`config.mk`:
```
export PLATFORM = sky130hd
export DESIGN_NAME = i2c_master_seq
export DESIGN_NICKNAME = d
export VERILOG_FILES = /design/src/rtl/i2c_master_seq.sv
export SDC_FILE = /design/constraint.sdc
export NUM_CORES = 1
export LEC_CHECK = 0
export ABC_AREA = 1
export BUFFER_PORTS_ARGS = -buffer_cell sky130_fd_sc_hd__buf_2
export CORE_ASPECT_RATIO = 0.6
export CORE_MARGIN = 2
export CORE_UTILIZATION = 50
export DETAILED_ROUTE_END_ITERATION = 10
export PLACE_DENSITY = 0.67
export SETUP_SLACK_MARGIN = 0.02
export SKIP_CTS_REPAIR_TIMING = 1
export SLEW_MARGIN = 0
export SYNTH_ARGS = -nofsm -noshare
export SYNTH_HDL_FRONTEND = slang
export SYNTH_SLANG_ARGS = --single-unit
export TNS_END_PERCENT = 5
```
`constraint.sdc`:
```
create_clock -name i_clk -period 2.8 [get_ports i_clk]
set_clock_uncertainty 0.1 [all_clocks]
set_input_delay 0.42 -clock i_clk [delete_from_list [all_inputs] [get_ports i_clk]]
set_output_delay 0.42 -clock i_clk [all_outputs]
set_load 0.005 [all_outputs]
```
`src/rtl/i2c_master_seq.sv`:
```
// Single-byte I2C master: START, 7-bit address header, one data byte (read or write), STOP.
// Each SCL bit is split into four quarters of CLK_DIV clocks; all outputs are registered.
module i2c_master_seq #(
    parameter int unsigned CLK_DIV = 4
) (
    input  logic       i_clk,
    input  logic       i_nrst,
    input  logic       i_req_valid,
    output logic       o_req_ready,
    input  logic [6:0] i_req_addr,
    input  logic       i_req_rnw,
    input  logic [7:0] i_req_wdata,
    output logic       o_resp_valid,
    output logic [7:0] o_resp_rdata,
    output logic       o_resp_nack,
    output logic       o_scl,
    input  logic       i_sda,
    output logic       o_sda,
    output logic       o_sda_dir
);

    typedef enum logic [3:0] {
        StIdle, StStart, StHeader, StAckHdr, StData, StAckData, StStop, StResp
    } state_t;

    localparam logic [7:0] Reload = 8'(CLK_DIV - 1);

    state_t     state_q, state_d;
    logic [7:0] qcnt_q, qcnt_d;
    logic [1:0] phase_q, phase_d;
    logic [2:0] bitcnt_q, bitcnt_d;
    logic [7:0] hdr_q, hdr_d;
    logic [7:0] wdata_q, wdata_d;
    logic [7:0] rx_q, rx_d;
    logic       nack_q, nack_d;
    logic       ready_q, ready_d;
    logic       resp_valid_q, resp_valid_d;
    logic [7:0] resp_rdata_q, resp_rdata_d;
    logic       resp_nack_q, resp_nack_d;
    logic       scl_q, scl_d;
    logic       sda_q, sda_d;
    logic       dir_q, dir_d;

    logic tick, sample, bit_end, active;

    always_comb begin
        state_d      = state_q;
        qcnt_d       = qcnt_q;
        phase_d      = phase_q;
        bitcnt_d     = bitcnt_q;
        hdr_d        = hdr_q;
        wdata_d      = wdata_q;
        rx_d         = rx_q;
        nack_d       = nack_q;
        resp_valid_d = 1'b0;
        resp_rdata_d = resp_rdata_q;
        resp_nack_d  = resp_nack_q;

        tick    = (qcnt_q == 8'd0);
        sample  = tick && (phase_q == 2'd2);
        bit_end = tick && (phase_q == 2'd3);
        active  = state_q inside {StStart, StHeader, StAckHdr, StData, StAckData, StStop};

        if (active) begin
            if (tick) begin
                qcnt_d  = Reload;
                phase_d = phase_q + 2'd1;
            end else begin
                qcnt_d = qcnt_q - 8'd1;
            end
        end

        case (state_q)
            StIdle: begin
                if (i_req_valid && ready_q) begin
                    state_d      = StStart;
                    hdr_d        = {i_req_addr, i_req_rnw};
                    wdata_d      = i_req_wdata;
                    rx_d         = 8'd0;
                    nack_d       = 1'b0;
                    resp_rdata_d = 8'd0;
                    resp_nack_d  = 1'b0;
                    qcnt_d       = Reload;
                    phase_d      = 2'd0;
                    bitcnt_d     = 3'd0;
                end
            end
            StStart: begin
                if (bit_end) begin
                    state_d  = StHeader;
                    bitcnt_d = 3'd7;
                end
            end
            StHeader: begin
                if (bit_end) begin
                    if (bitcnt_q == 3'd0) state_d = StAckHdr;
                    else                  bitcnt_d = bitcnt_q - 3'd1;
                end
            end
            StAckHdr: begin
                if (sample) nack_d = i_sda;
                if (bit_end) begin
                    state_d  = nack_q ? StStop : StData;
                    bitcnt_d = 3'd7;
                end
            end
            StData: begin
                if (sample && hdr_q[0]) rx_d = {rx_q[6:0], i_sda};
                if (bit_end) begin
                    if (bitcnt_q == 3'd0) state_d = StAckData;
                    else                  bitcnt_d = bitcnt_q - 3'd1;
                end
            end
            StAckData: begin
                if (sample && !hdr_q[0]) nack_d = i_sda;
                if (bit_end) state_d = StStop;
            end
            StStop: begin
                if (bit_end) begin
                    state_d      = StResp;
                    resp_valid_d = 1'b1;
                    resp_rdata_d = rx_q;
                    resp_nack_d  = nack_q;
                    qcnt_d       = 8'd0;
                    phase_d      = 2'd0;
                    bitcnt_d     = 3'd0;
                end
            end
            StResp: state_d = StIdle;
            default: begin
                state_d  = StIdle;
                qcnt_d   = 8'd0;
                phase_d  = 2'd0;
                bitcnt_d = 3'd0;
            end
        endcase

        ready_d = (state_d == StIdle);

        // Line levels are decoded from the next state so the registers line up with it.
        scl_d = 1'b1;
        sda_d = 1'b1;
        dir_d = 1'b1;
        case (state_d)
            StStart: begin
                dir_d = 1'b0;
                sda_d = (phase_d < 2'd2);
                scl_d = (phase_d != 2'd3);
            end
            StHeader: begin
                dir_d = 1'b0;
                sda_d = hdr_d[bitcnt_d];
                scl_d = phase_d inside {2'd1, 2'd2};
            end
            StAckHdr: scl_d = phase_d inside {2'd1, 2'd2};
            StData: begin
                scl_d = phase_d inside {2'd1, 2'd2};
                if (!hdr_d[0]) begin
                    dir_d = 1'b0;
                    sda_d = wdata_d[bitcnt_d];
                end
            end
            StAckData: begin
                scl_d = phase_d inside {2'd1, 2'd2};
                if (hdr_d[0]) dir_d = 1'b0;
            end
            StStop: begin
                scl_d = (phase_d != 2'd0);
                if (phase_d != 2'd3) begin
                    dir_d = 1'b0;
                    sda_d = (phase_d == 2'd2);
                end
            end
            default: ;
        endcase
    end

    always_ff @(posedge i_clk or negedge i_nrst) begin
        if (!i_nrst) begin
            state_q      <= StIdle;
            qcnt_q       <= 8'd0;
            phase_q      <= 2'd0;
            bitcnt_q     <= 3'd0;
            hdr_q        <= 8'd0;
            wdata_q      <= 8'd0;
            rx_q         <= 8'd0;
            nack_q       <= 1'b0;
            ready_q      <= 1'b0;
            resp_valid_q <= 1'b0;
            resp_rdata_q <= 8'd0;
            resp_nack_q  <= 1'b0;
            scl_q        <= 1'b1;
            sda_q        <= 1'b1;
            dir_q        <= 1'b1;
        end else begin
            state_q      <= state_d;
            qcnt_q       <= qcnt_d;
            phase_q      <= phase_d;
            bitcnt_q     <= bitcnt_d;
            hdr_q        <= hdr_d;
            wdata_q      <= wdata_d;
            rx_q         <= rx_d;
            nack_q       <= nack_d;
            ready_q      <= ready_d;
            resp_valid_q <= resp_valid_d;
            resp_rdata_q <= resp_rdata_d;
            resp_nack_q  <= resp_nack_d;
            scl_q        <= scl_d;
            sda_q        <= sda_d;
            dir_q        <= dir_d;
        end
    end

    assign o_req_ready  = ready_q;
    assign o_resp_valid = resp_valid_q;
    assign o_resp_rdata = resp_rdata_q;
    assign o_resp_nack  = resp_nack_q;
    assign o_scl        = scl_q;
    assign o_sda        = sda_q;
    assign o_sda_dir    = dir_q;

endmodule

```
## Word-level counts from Yosys, hierarchy flattened

Index checks and enable logic that the tools add are counted.

- Output and inout bits: 14
- Input bits: 20
- Bits in registers: 56
- Logic and storage cells: 124

- Eq/ne operators: 23
- Muxes and demuxes: 56
- Magnitude comparators: 2
- $add $sub $neg: 3
- Reductions and logical operators: 25

Operators with widths:

| kind | number |
|---|---|
| 8-bit two-way mux | 11 |
| 4-bit two-way mux | 9 |
| 8-bit one-hot mux with 2 select lines | 2 |
| 4-bit by 3-bit equality test with 1-bit output, second input constant | 7 |
| 4-bit one-hot mux with 7 select lines | 1 |
| 8-bit one-hot mux with 3 select lines | 1 |
| 4-bit by 2-bit equality test with 1-bit output, second input constant | 4 |
| 3-bit two-way mux | 5 |
| 3-bit one-hot mux with 5 select lines | 1 |
| 1-bit two-way mux | 13 |
| 2-bit two-way mux | 5 |
| 4-bit by 1-bit equality test with 1-bit output, second input constant | 2 |
| 4-bit zero test | 2 |
| 8-bit zero test | 1 |
| 2-bit inequality test, second input constant | 4 |
| 1-bit one-hot mux with 4 select lines | 2 |
| 2-bit nonzero test | 4 |
| 2-bit OR reduction | 4 |
| 8-bit by 1-bit subtractor with 8-bit output, second input constant | 1 |
| 1-bit binary-select mux with 3-bit select | 2 |
| 2-bit equality test, second input constant | 3 |
| 1-bit one-hot mux with 3 select lines | 2 |
| 2-bit one-hot mux with 3 select lines | 1 |
| 3-bit AND reduction | 2 |
| 15 further kinds | 20 |

## Longest topological paths before layout

- Depth after elaboration: 8
- Mapped depth: 17
- Mapped depth without buffers: 17

## Worst setup path after synthesis

Ideal clock, no wire load.

- Path type: register -> register
- From: register qcnt_q[0]
- To: register sda_q (netlist: o_sda)
- Clock period less this slack: 2.420 ns
- Slack: 0.380 ns
- Path buffers: 0
- Required time: 2.622 ns
- Arrival time: 2.242 ns
- Cell stages (with the launch flop): 18
- Cells stage by stage: dfrtp_1 -> inv_1 -> ha_1 -> nand2_1 -> nor2_1 -> nand3_4 -> nand2_2 -> nand3_1 -> nand2_1 -> nand2_1 -> nand2_1 -> inv_1 -> ha_1 -> or2_2 -> nand4_1 -> nand3_1 -> a21oi_2 -> nand2_1

- Cells in the longest elaborated chain, start to end: 8
- Elaborated cells between the ends (all ways): 32
- Classes of those cells: order compare: 1; eq/ne: 6; mux: 23; reduce/logical: 2

RTL lines:

| what | RTL line | source |
|---|---|---|
| start, declared | 29 | `logic [7:0] qcnt_q, qcnt_d;` |
| start signal, assigned | 197 | `qcnt_q <= qcnt_d;` |
| 8-bit zero test (*) | 59 | `tick = (qcnt_q == 8'd0);` |
| 2-bit two-way mux | 65 | `if (tick) begin` |
| 2-bit two-way mux | 64 | `if (active) begin` |
| 2-bit two-way mux (on tied branches) | 119, 75 |  |
| 2-bit one-hot mux with 3 select lines (*) | 73 | `case (state_q)` |
| via phase_d[1] | 30 | `logic [1:0] phase_q, phase_d;` |
| 2-bit equality test / 2-bit inequality test (equally long branches) | 171, 169 |  |
| 1-bit two-way mux | 169 | `if (phase_d != 2'd3) begin` |
| 1-bit one-hot mux with 4 select lines (*) | 144 | `case (state_d)` |
| via sda_d | 41 | `logic sda_q, sda_d;` |
| end signal, assigned | 193 | `sda_q <= 1'b1;` |
| end signal, assigned | 209 | `sda_q <= sda_d;` |
| end, declared | 41 |  |

Mark *: on every way through the listed nets, which the timed path passes. The rest lies on a longest branch. The select of a mux whose other input is x is not followed.
A chain may end at the register's enable or synchronous reset.

## Final worst setup path

- From: register qcnt_q[1]
- To: register sda_q (netlist: o_sda)

The elaborated chain is that of the path after synthesis.

==> results.yml <==
status:
  status: "completed"
timing:
  rsz0062_at_grt: "false"
  max_freq_mhz: 391
  finalCritPeriodShare_pct: 91.3
  drv_slew: 0
  hold_viol: 0
  holdWs_ns: 0.0243
  setup_tns_ns: 0
  worst_slew_pin_slew_ns: 0.649
  period_needed_ns: 2.56
  finalWorstSetupSlack_ns: 0.244
  slew_headroom_pct: 56.7
  setup_viol: 0
logic_synthesis:
  synthCells: 385
  synth_top_family_by_area: "simple AND/OR/NAND/NOR gates"
  synthTopCellsByCount: "106 x nand2_1, 55 x nand3_1, 53 x dfrtp_1"
  synth_area_per_cell_um2: 8.04
  synth-adder-area-share_pct: 3.64
  synth_cell_types: 36
  synth_xor_area_share_pct: 1.42
  synth_area_leaders: "dfrtp_1 43%, nand2_1 13%, nand3_1 8.9%"
  async_flop_share_pct: 100
  synth-edff-count: 0
  synthesis.area_um2: 3090
  syn-num-nets: 414
  synth-seq-cells: 56
  synth.mux.area_fraction_pct: 0
  yosysMostFrequentCell: "nand2_1"
  yosysTopAreaCell: "dfrtp_1"
  synth_top_area_share_pct: 42.9
  synth_compound_area_share_pct: 9.30
  ys_seq_area_share_pct: 45.4
  yosys.area_share.simple_pct: 33.4
  yosys_most_used_dff: "dfrtp_1"
  ys_warn_count: 0
worst_setup_path:
  r2r-end: "o_sda"
  path_cells: "inv_1 > ha_1 > nand2_1 > nor2_2 > nand3_4 > nand2_2 > nand3_1 > nand2_1 > nand2_1 > nand2_2 > inv_1 > ha_1 > or2_2 > nand4_1 > nand3_1 > a21oi_2 > nand2_1"
  cp-start-kind: "flip-flop"
  worstPathMaxFanout: 3
  crit_required_ns: 2.95
  worst_path_dominant_cell_family: "simple AND/OR/NAND/NOR gates"
  rrSetupSlack_ns: 0.24
  r2r_start: "qcnt_q[1]"
  crit_path_end_kind: "flip-flop"
  ff2ff_path_depth: 17
  worstPathArrival_ns: 2.70
  path_class: "flip-flop to flip-flop"
  crit_slowest_cell: "dfrtp_1"
  critPathMaxStageDelay_ns: 0.38
  cp_common_cell: "nand2_1"
  cp_num_buf_inv: 2
finish:
  final_cells: 509
  layout-drive-gt1-share_pct: 24.0
  area_delta_synth_final_pct: 12.6
  num_antenna_cells: 0
  layout.nets: 453
  final_core_util_pct: 57.5
  nFillCells: 582
  postLayoutCellArea_um2: 3480
cts:
  clkTransAtPathRegs_ns: 0.10
  htreeDepth: 2
  cts_sinks: 56
  clock_path_buffers: 2
  clockRootBuffer: "clkbuf_8"
  clk_latency_ns: 0.31
  cts_tree: "yes"
  numCtsBuffers: 5
power_and_ir_drop:
  pwr_density_cell_nw_per_um2: 473
  leakage_nw: 1.79
  peakVddDrop_uv: 311
  power_mw: 1.65
floorplanning:
  core_area_um2: 6060
  start_util_pct: 51.1
  die_h_um: 64.9
  die_w_um: 106
  core.rowCount: 22
  io_pins: 34
  dieArea_um2: 6850
drt:
  routed_wl_um: 7110
  postRouteAntennaNets: 0
  routedWlPerCell_um: 14.0
  first_pass_iters: 5
  via_per_inst: 5.18
  vias: 2637
  drt_iter0_markers: 206
  drc: 0
grt:
  grt_first_pass_wirelength_um: 12300
  grt_overflow: 0
  antenna_found_initial: 0
  grt.total_usage_pct: 23.0
  grt_pass1_vias: 2437
  grt_max_degree: 30
placement:
  detailedPlace.worstSlack_ns: 0.209
  hpwlAfterDp_um: 5420
  gp_congestion: 0.929
  numPortBuffers: 33
  post_dp_cell_area_um2: 3380
  place_inst: 501
flow_run:
  cap_violations: 0
worst_hold_path:
  hold_path.class: "input pin to async pin"
[cell type report]
type / instances / area (µm²) / share of cell area [%]
clock buffer: 6 / 82.6 / 2.37
tap: 84 / 105 / 3.02
clock inverter: 2 / 10.0 / 0.287
timing repair buffer: 38 / 215 / 6.18
sequential: 56 / 1410 / 40.3
multi-input combinational: 276 / 1490 / 42.7
inverter: 47 / 179 / 5.13
[cells by family after synthesis]
logic type               after synthesis
AND/OR/NAND/NOR                      213
flip-flops                            56
XOR/XNOR                               5
other                                  1
buffers and inverters                 53
adder cells (fa/ha/maj)                9
AO/OA/AOI/OAI                         48
[worst register-to-register path: stages, from the launching register on]
cell	delay (ns)
dfrtp_1	0.38
inv_1	0.10
ha_1	0.17
nand2_1	0.07
nor2_2	0.16
nand3_4	0.10
nand2_2	0.11
nand3_1	0.11
nand2_1	0.07
nand2_1	0.10
nand2_2	0.10
inv_1	0.07
ha_1	0.21
or2_2	0.30
nand4_1	0.09
nand3_1	0.09
a21oi_2	0.11
nand2_1	0.06
[metal layers]
layer,track usage (%),routed length [µm],up-vias
met4,4.61,40,0
met5,0,0,-
li1,-,-,1331
met1,37.7,3950,1237
met2,30.6,2760,65
met3,4.53,366,4
[flip-flops by register name, summed over array words and instances (netlist names), 2 cells and up]
name / flops
hdr_q: 8
o_resp_rdata: 8
qcnt_q: 8
rx_q: 8
wdata_q: 8
state_q: 4
bitcnt_q: 3
phase_q: 2
[cell usage in the layout (no fill, tap or decap), types with 4 or more instances in the layout]
master    netlist  routed
a21oi_1        10      10
buf_2           3      33
buf_4           1       4
clkbuf_8        0       6
dfrtp_1        53      53
ha_1            9       9
inv_1          33      32
inv_2          13      14
nand2_1       106     104
nand2_2         9      11
nand3_1        55      55
nand3_2         5       5
nand4_1         5       5
nor2_1         17      16
nor2_2          6       7
o21ai_0        24      24
o21ai_1         5       5
xor2_1          4       4
[worst max-delay path by stage]
stage / start / end / slack (ns) / depth (start not counted)
5_1_grt: qcnt_q[1] / o_sda / 0.03 / 17
3_3_place_gp: qcnt_q[0] / o_sda / 0.33 / 17
3_5_place_dp: qcnt_q[0] / o_sda / 0.21 / 17
4_1_cts: qcnt_q[0] / o_sda / 0.18 / 17
6_report: qcnt_q[1] / o_sda / 0.24 / 17
2_1_floorplan: qcnt_q[0] / o_sda / 0.38 / 17
[where the power goes]
part	total (mW)	internal (mW)	switching (mW)
clock network	0.455	0.198	0.257
logic	0.291	0.100	0.191
registers	0.901	0.873	0.0276
total	1.65	1.17	0.476
No activity file was read; power rests on OpenSTA's default activity.
